File: config.mk
export PLATFORM = sky130hd
export DESIGN_NAME = multicycle_control
export DESIGN_NICKNAME = d
export VERILOG_FILES = /design/src/rtl/multicycle_control.sv
export SDC_FILE = /design/constraint.sdc
export NUM_CORES = 1
export LEC_CHECK = 0
export ABC_AREA = 1
export CAP_MARGIN = 20
export CORE_UTILIZATION = 35
export DETAILED_ROUTE_END_ITERATION = 6
export PLACE_DENSITY = 0.76
export SYNTH_ARGS = -nofsm -noshare
export SYNTH_HDL_FRONTEND = slang
export SYNTH_SLANG_ARGS = --single-unit
File: constraint.sdc
create_clock -name clk -period 2.1 [get_ports clk]
set_clock_uncertainty 0.2 [all_clocks]
set_input_delay 0.63 -clock clk [delete_from_list [all_inputs] [get_ports clk]]
set_output_delay 0.63 -clock clk [all_outputs]
set_load 0.02 [all_outputs]
File: src/rtl/multicycle_control.sv
// multicycle_control
// Multi-cycle sequencer for a small RISC-V datapath (R-type, ld, sd, beq).
// Steps each instruction through FETCH/DECODE/... and drives the datapath
// strobes and mux selects.
//
// Optional build macro: MULTICYCLE_PERF_CNT_EN
//   defined   -> cycle_cnt / instr_cnt performance counters are built
//   undefined -> both counter outputs are tied to 0
//
// Moore selects are registered: they are loaded from the decode of the next
// state, so they are valid in the same cycle the state register changes.
// The two strobes that depend on same-cycle inputs (ir_write, pc_write) are
// Mealy and combinational. Every output is gated with rst_n so that the whole
// interface reads 0 while reset is held.
module multicycle_control #(
    parameter int CNT_W = 32
) (
    input  logic             clk,
    input  logic             rst_n,
    input  logic [6:0]       opcode,
    input  logic             zero,
    input  logic             mem_ready,
    output logic             pc_write,
    output logic             ir_write,
    output logic             i_or_d,
    output logic             mem_read,
    output logic             mem_write,
    output logic             mem_to_reg,
    output logic             alu_src_a,
    output logic [1:0]       alu_src_b,
    output logic [1:0]       alu_op,
    output logic             pc_src,
    output logic             reg_write,
    output logic             illegal,
    output logic [3:0]       state_dbg,
    output logic [CNT_W-1:0] cycle_cnt,
    output logic [CNT_W-1:0] instr_cnt
);

    localparam logic [6:0] OP_R   = 7'b0110011;
    localparam logic [6:0] OP_LD  = 7'b0000011;
    localparam logic [6:0] OP_SD  = 7'b0100011;
    localparam logic [6:0] OP_BEQ = 7'b1100011;

    typedef enum logic [3:0] {
        S_FETCH    = 4'd0,
        S_DECODE   = 4'd1,
        S_MEM_ADDR = 4'd2,
        S_MEM_RD   = 4'd3,
        S_WB_LD    = 4'd4,
        S_MEM_WR   = 4'd5,
        S_EXEC_R   = 4'd6,
        S_WB_R     = 4'd7,
        S_BRANCH   = 4'd8,
        S_HALT     = 4'd9
    } state_t;

    // Moore outputs, all a pure function of the state
    typedef struct packed {
        logic       mem_read;
        logic       mem_write;
        logic       i_or_d;
        logic       mem_to_reg;
        logic       alu_src_a;
        logic [1:0] alu_src_b;
        logic [1:0] alu_op;
        logic       pc_src;
        logic       reg_write;
        logic       illegal;
    } moore_t;

    function automatic moore_t moore_decode(input state_t s);
        moore_t m;
        m = '0;
        case (s)
            S_FETCH: begin
                m.mem_read  = 1'b1;
                m.alu_src_b = 2'b01;
            end
            S_DECODE: begin
                m.alu_src_b = 2'b10;
            end
            S_MEM_ADDR: begin
                m.alu_src_a = 1'b1;
                m.alu_src_b = 2'b10;
            end
            S_MEM_RD: begin
                m.mem_read = 1'b1;
                m.i_or_d   = 1'b1;
            end
            S_WB_LD: begin
                m.reg_write  = 1'b1;
                m.mem_to_reg = 1'b1;
            end
            S_MEM_WR: begin
                m.mem_write = 1'b1;
                m.i_or_d    = 1'b1;
            end
            S_EXEC_R: begin
                m.alu_src_a = 1'b1;
                m.alu_op    = 2'b10;
            end
            S_WB_R: begin
                m.reg_write = 1'b1;
            end
            S_BRANCH: begin
                m.alu_src_a = 1'b1;
                m.alu_op    = 2'b01;
                m.pc_src    = 1'b1;
            end
            S_HALT: begin
                m.illegal = 1'b1;
            end
            default: m = '0;
        endcase
        return m;
    endfunction

    state_t state_reg;
    state_t state_next;
    moore_t moore_reg;

    // Next-state selection; memory states hold until mem_ready
    always_comb begin
        state_next = state_reg;
        case (state_reg)
            S_FETCH:    state_next = mem_ready ? S_DECODE : S_FETCH;
            S_DECODE: begin
                if (opcode == OP_R)
                    state_next = S_EXEC_R;
                else if (opcode == OP_LD || opcode == OP_SD)
                    state_next = S_MEM_ADDR;
                else if (opcode == OP_BEQ)
                    state_next = S_BRANCH;
                else
                    state_next = S_HALT;
            end
            S_MEM_ADDR: state_next = (opcode == OP_SD) ? S_MEM_WR : S_MEM_RD;
            S_MEM_RD:   state_next = mem_ready ? S_WB_LD : S_MEM_RD;
            S_WB_LD:    state_next = S_FETCH;
            S_MEM_WR:   state_next = mem_ready ? S_FETCH : S_MEM_WR;
            S_EXEC_R:   state_next = S_WB_R;
            S_WB_R:     state_next = S_FETCH;
            S_BRANCH:   state_next = S_FETCH;
            S_HALT:     state_next = S_HALT;
            default:    state_next = S_HALT;
        endcase
    end

    // State register plus registered Moore outputs for the state being entered
    always_ff @(posedge clk or negedge rst_n) begin
        if (!rst_n) begin
            state_reg <= S_FETCH;
            moore_reg <= moore_decode(S_FETCH);
        end else begin
            state_reg <= state_next;
            moore_reg <= moore_decode(state_next);
        end
    end

    logic fetch_done;
    logic branch_taken;

    assign fetch_done   = rst_n && (state_reg == S_FETCH) && mem_ready;
    assign branch_taken = rst_n && (state_reg == S_BRANCH) && zero;

    assign ir_write   = fetch_done;
    assign pc_write   = fetch_done || branch_taken;
    assign mem_read   = rst_n && moore_reg.mem_read;
    assign mem_write  = rst_n && moore_reg.mem_write;
    assign i_or_d     = rst_n && moore_reg.i_or_d;
    assign mem_to_reg = rst_n && moore_reg.mem_to_reg;
    assign alu_src_a  = rst_n && moore_reg.alu_src_a;
    assign alu_src_b  = rst_n ? moore_reg.alu_src_b : 2'b00;
    assign alu_op     = rst_n ? moore_reg.alu_op : 2'b00;
    assign pc_src     = rst_n && moore_reg.pc_src;
    assign reg_write  = rst_n && moore_reg.reg_write;
    assign illegal    = rst_n && moore_reg.illegal;
    assign state_dbg  = rst_n ? state_reg : 4'd0;

`ifdef MULTICYCLE_PERF_CNT_EN
    logic [CNT_W-1:0] cycle_cnt_reg;
    logic [CNT_W-1:0] instr_cnt_reg;
    logic             retire;

    // Last cycle of each instruction; a store retires only when its write lands
    assign retire = (state_reg == S_WB_LD) || (state_reg == S_WB_R) ||
                    (state_reg == S_BRANCH) ||
                    ((state_reg == S_MEM_WR) && mem_ready);

    // Free-running counters, frozen while halted, wrapping naturally
    always_ff @(posedge clk or negedge rst_n) begin
        if (!rst_n) begin
            cycle_cnt_reg <= '0;
            instr_cnt_reg <= '0;
        end else begin
            if (state_reg != S_HALT)
                cycle_cnt_reg <= cycle_cnt_reg + 1'b1;
            if (retire)
                instr_cnt_reg <= instr_cnt_reg + 1'b1;
        end
    end

    assign cycle_cnt = cycle_cnt_reg;
    assign instr_cnt = instr_cnt_reg;
`else
    assign cycle_cnt = '0;
    assign instr_cnt = '0;
`endif

endmodule

[Yosys cells after proc, flatten, opt, wreduce, memory -nomap -nowiden]
Cells that the tools add are included.
Cells by class
  add/sub/neg operators: 0
  multiply operators: 0
  divide/modulo/power cells: 0
  magnitude comparators: 0
  equal/unequal tests: 21
  shift-type cells: 0
  mux-type cells: 21
  bitwise operators: 0
  reductions and logical operators: 22
Operator list (number)
  == test 4 x 3 -> 1 bit (second input constant): 8
  case mux 4 bit (7 select lines): 1
  == test 4 x 2 -> 1 bit (second input constant): 4
  == test 7 x 6 -> 1 bit (second input constant): 2
  == test 4 bit (second input constant): 3
  logical AND 1 bit: 12
  two-way mux 4 bit: 3
  two-way mux 1 bit: 10
  two-way mux 3 bit: 3
  == test 4 x 1 -> 1 bit (second input constant): 2
  logical NOT 4 bit: 2
  case mux 2 bit (2 select lines): 2
  OR reduction 2 bit: 4
  == test 7 x 2 -> 1 bit (second input constant): 1
  == test 7 bit (second input constant): 1
  OR reduction 3 bit: 2
  two-way mux 2 bit: 2
  logical OR 1 bit: 2
Word-level totals
  register bits: 16
  bits in latches: 0
  memory bits (writable): 0
  memory bits (read-only): 0
  word-level logic and storage cells: 75
  memories: 0

[Logic depth before layout (Yosys ltp)]
Gate-level depths: netlist of run 1.
  depth after elaboration: 8
  depth in mapped cells: 9
  mapped depth without buffers: 9

[Worst setup path before layout of run 1]
OpenSTA, ideal clock, no wires.
  kind: input to output
  start: input port rst_n
  end: output port pc_write
  arrival: 1.508 ns
  required time: 1.270 ns
  slack: -0.238 ns
  stages on the path: 5
  buffers on the path: 1
  path through: clkbuf_1 > nand2_1 > inv_1 > nand2_1 > o22ai_1
On the way
  longest elaborated chain between the ends: 3
  elaborated cells on any way between the ends: 5
RTL lines
  start, declared: RTL line 19  | input logic rst_n,
  logical AND 1 bit (on tied branches) (2 in series): RTL line 164, 165
  logical OR 1 bit (*): RTL line 168  | assign pc_write = fetch_done || branch_taken;
  end, declared: RTL line 23  | output logic pc_write,
Every way passes the cells marked *; elsewhere a longest branch is shown, timed or not.

[Worst setup path after layout of run 1]
Same ends and word-level chain as after synthesis.

==> impl_metrics.toml, run 1 <==
[floorplan]
floorplan.core_area_um2 = 3744
die_w_um = 65.19
core.rowCount = 22
die-height_um = 65.19
floorplan.die_area_um2 = 4250
num_io_pins = 93
start_util = 0.3733

[detailed_routing]
ant_nets = 0
routed_wire_length_per_instance_um = 7.397
post-route-drc-count = 0
detailedRoute.firstIterationViolations = 20
drt_pass1_iterations = 4
vias_per_cell = 3.553
dr_total_vias = 1066
totalWireLength_um = 2219

[critical_path]
cell_with_the_most_instances_on_the_worst_path = "sky130_fd_sc_hd__buf_4"
timing.rr.end = "moore_reg[3]"
regToRegSetupSlack_ps = 390
critPathMaxFanout = 4
crit-reg2reg-launch = "state_reg[2]"
cell_chain_of_the_critical_path = "buf_4 > buf_4 > inv_1 > o22ai_4 > buf_6"
worst_ep_arrival_time_ps = 1270
rr_worst_depth = 10
crit_path_start_kind = "input pin"
max_stage_delay_ps = 140
required_ps = 1270
timing.critical_path.to_type = "primary output"
timing_worst_setup_path_type = "in -> out"
cp_slowest_cell = "sky130_fd_sc_hd__buf_4"
critical_path_buf_inv_count = 4
cpLargestDelayFamily = "buffers and inverters"

[power_and_ir_drop]
leakagePower_nw = 1.140
vdd_ir_drop_max_mv = 0.1975
p_per_area_nw_per_um2 = 399.9

[global_routing]
first_global_vias = 848
globalRoute.totalOverflow = 0
grt_max_degree = 10
grt_usage = 0.1010
antenna_found_initial = 0
global_route_wire_length_before_repair_um = 3484

[sta]
report.final.hold_viol_count = 0
layout_worst_path_cycle_share = 0.9976
fmax_mhz = 477.3
setup-violations-final = 0
finalCriticalPeriod_ps = 2095
final_max_slew_viol_count = 0
rsz0062_at_grt = "true"

[clocking]
cts_made_buffers = 3
cts.clk_slew.worst_paths_ps = 50
cts.root.buffer_cell = "sky130_fd_sc_hd__clkbuf_8"
clock_tree.buffer_depth = 2
cts.sink_count = 16
insertion_delay_ps = 240
tritoncts = "done"
ctsHtreeMaxLevel = 1

[status]
result_of_the_run = "complete, no violations"

[logic_synthesis]
warnings_synthesis = 0
synth-seq-cells = 16
syn_avg_cell_area_um2 = 7.059
synth_area_leader_cell = "sky130_fd_sc_hd__buf_4"
synth.distinct_cells = 18
post_synthesis_sequential_area_ratio = 0.2883
syn_inst = 198
synth_area_leaders = "sky130_fd_sc_hd__buf_4, sky130_fd_sc_hd__dfrtp_1, sky130_fd_sc_hd__nand2_1"
synthDominantCellAreaShare = 0.3438
post_synth_instance_area_um2 = 1398

[place]
globalplace.congestion = 0.7654
dpl.hpwl_um = 1875
placed_cells_incl_taps = 291
placement.io_buffers = 28

[cells_and_area]
n_antenna_cell = 0
fill_cells = 379
flip_flop_count_of_the_largest_register_all_copies_and_words_added = 12
post-route-util = 0.4706
nets = 264
flow.area_growth_from_synthesis_pct = 26.05
fraction_of_final_layout_cells_sized_beyond_drive_strength_1 = 0.2778
layoutNonFillerInstCount = 300

[run]
cap_violations = 0

[min_path]
worst_hold_class = "in -> async"
## logic make-up after synthesis
family          Yosys count  share of synthesized area
simple gates             72                     0.2337
flops                    16                     0.2883
compound gates            5                    0.02417
buf+inv                 104                     0.4512
other cells               1                   0.002683
## repair_timing
action                                  in CTS  in global routing
hold buffers                                 0                  0
resized for setup                           75                  4
endpoints found under the setup margin      18                  3
pin swaps                                    2                  3
buffers inserted                             3                  1
cloned                                       1                  0
## Yosys cell counts
library cell,count
sky130_fd_sc_hd__clkbuf_1,2
sky130_fd_sc_hd__buf_4,64
sky130_fd_sc_hd__nor2_4,1
sky130_fd_sc_hd__a21oi_2,2
sky130_fd_sc_hd__nand2_1,40
sky130_fd_sc_hd__nand2_2,3
sky130_fd_sc_hd__nor2_1,11
sky130_fd_sc_hd__conb_1,1
sky130_fd_sc_hd__dfrtp_1,14
sky130_fd_sc_hd__inv_2,1
sky130_fd_sc_hd__o22ai_1,1
sky130_fd_sc_hd__dfstp_2,2
sky130_fd_sc_hd__inv_1,37
sky130_fd_sc_hd__o21ai_1,1
sky130_fd_sc_hd__nor2_2,4
sky130_fd_sc_hd__nand3_2,3
sky130_fd_sc_hd__nand3_1,10
sky130_fd_sc_hd__o21ai_0,1
## tightest hold or removal path: cells and delay by family
family / cells / cell delay (ps)
buffers and inverters: 3 / 330
## cell type report
class,instances,area [µm²],share of cell area
clock buffer,4,45.04,0.02557
inverter,38,142.6,0.08097
multi-input combinational,141,631.9,0.3587
sequential,16,402.9,0.2287
tap,48,60.06,0.03409
timing repair buffer,53,479.2,0.2720
## layer usage
layer,routed length [µm],global-route usage,share of wire,vias to the layer above
met1,885,0.1245,0.40,458
met5,0,0,0,-
met4,18,0.02446,0.0081,0
li1,-,-,-,554
met2,1195,0.1881,0.54,52
met3,120,0.006944,0.054,2
## cell usage in the layout, fill, tap and decap left out, types with 5 or more instances in the layout
master and count:
sky130_fd_sc_hd__clkdlybuf4s50_1 7, sky130_fd_sc_hd__inv_1 36, sky130_fd_sc_hd__buf_4 25, sky130_fd_sc_hd__nand2_2 5
sky130_fd_sc_hd__nor2_1 10, sky130_fd_sc_hd__dfrtp_1 14, sky130_fd_sc_hd__nand2_1 38, sky130_fd_sc_hd__clkdlybuf4s15_2 15
sky130_fd_sc_hd__conb_1 64, sky130_fd_sc_hd__nand3_1 9
## stage by stage
step	TNS (ps)	hold WS [ps]	area [µm²]	total power, mW	setup slack [ps]
CTS	0	212.2	1753	0.7128	15.89
finish	0	212.5	1762	0.7045	4.966
detailed placement	-15410	503.3	1650	0.4811	-890.1
global placement	-14770	504.7	1650	0.4794	-845.0
floorplan	0	134.4	1649	0.5282	3.206
global route	-27.86	207.9	1762	0.7492	-21.84
## worst max path at each step
stage | start | end | slack, ps | depth (start not counted)
2_1_floorplan | rst_n | alu_op[0] | 3 | 4
3_3_place_gp | rst_n | reg_write | -840 | 5
3_5_place_dp | rst_n | pc_write | -890 | 6
4_1_cts | state_reg[0] | pc_write | 20 | 4
5_1_grt | state_reg[2] | pc_write | -20 | 4
6_report | rst_n | pc_write | 5 | 5
## report_power, final
part	total, mW	internal [mW]	switching [mW]	leakage [nW]
logic	0.174	0.0386	0.136	0.917
clock network	0.221	0.134	0.0877	0.0228
registers	0.309	0.309	0	0.201
No activity file was read; power rests on OpenSTA's default activity.
==> run 2: changes to the inputs <==
--- a/config.mk
+++ b/config.mk
@@ -8,8 +8,10 @@
 export ABC_AREA = 1
 export CAP_MARGIN = 20
 export CORE_UTILIZATION = 35
+export CTS_CLUSTER_SIZE = 8
 export DETAILED_ROUTE_END_ITERATION = 6
 export PLACE_DENSITY = 0.76
+export SLEW_MARGIN = 20
 export SYNTH_ARGS = -nofsm -noshare
 export SYNTH_HDL_FRONTEND = slang
 export SYNTH_SLANG_ARGS = --single-unit
==> results of run 2 <==
Final layout, timing and power as in run 1 (identical DEF).
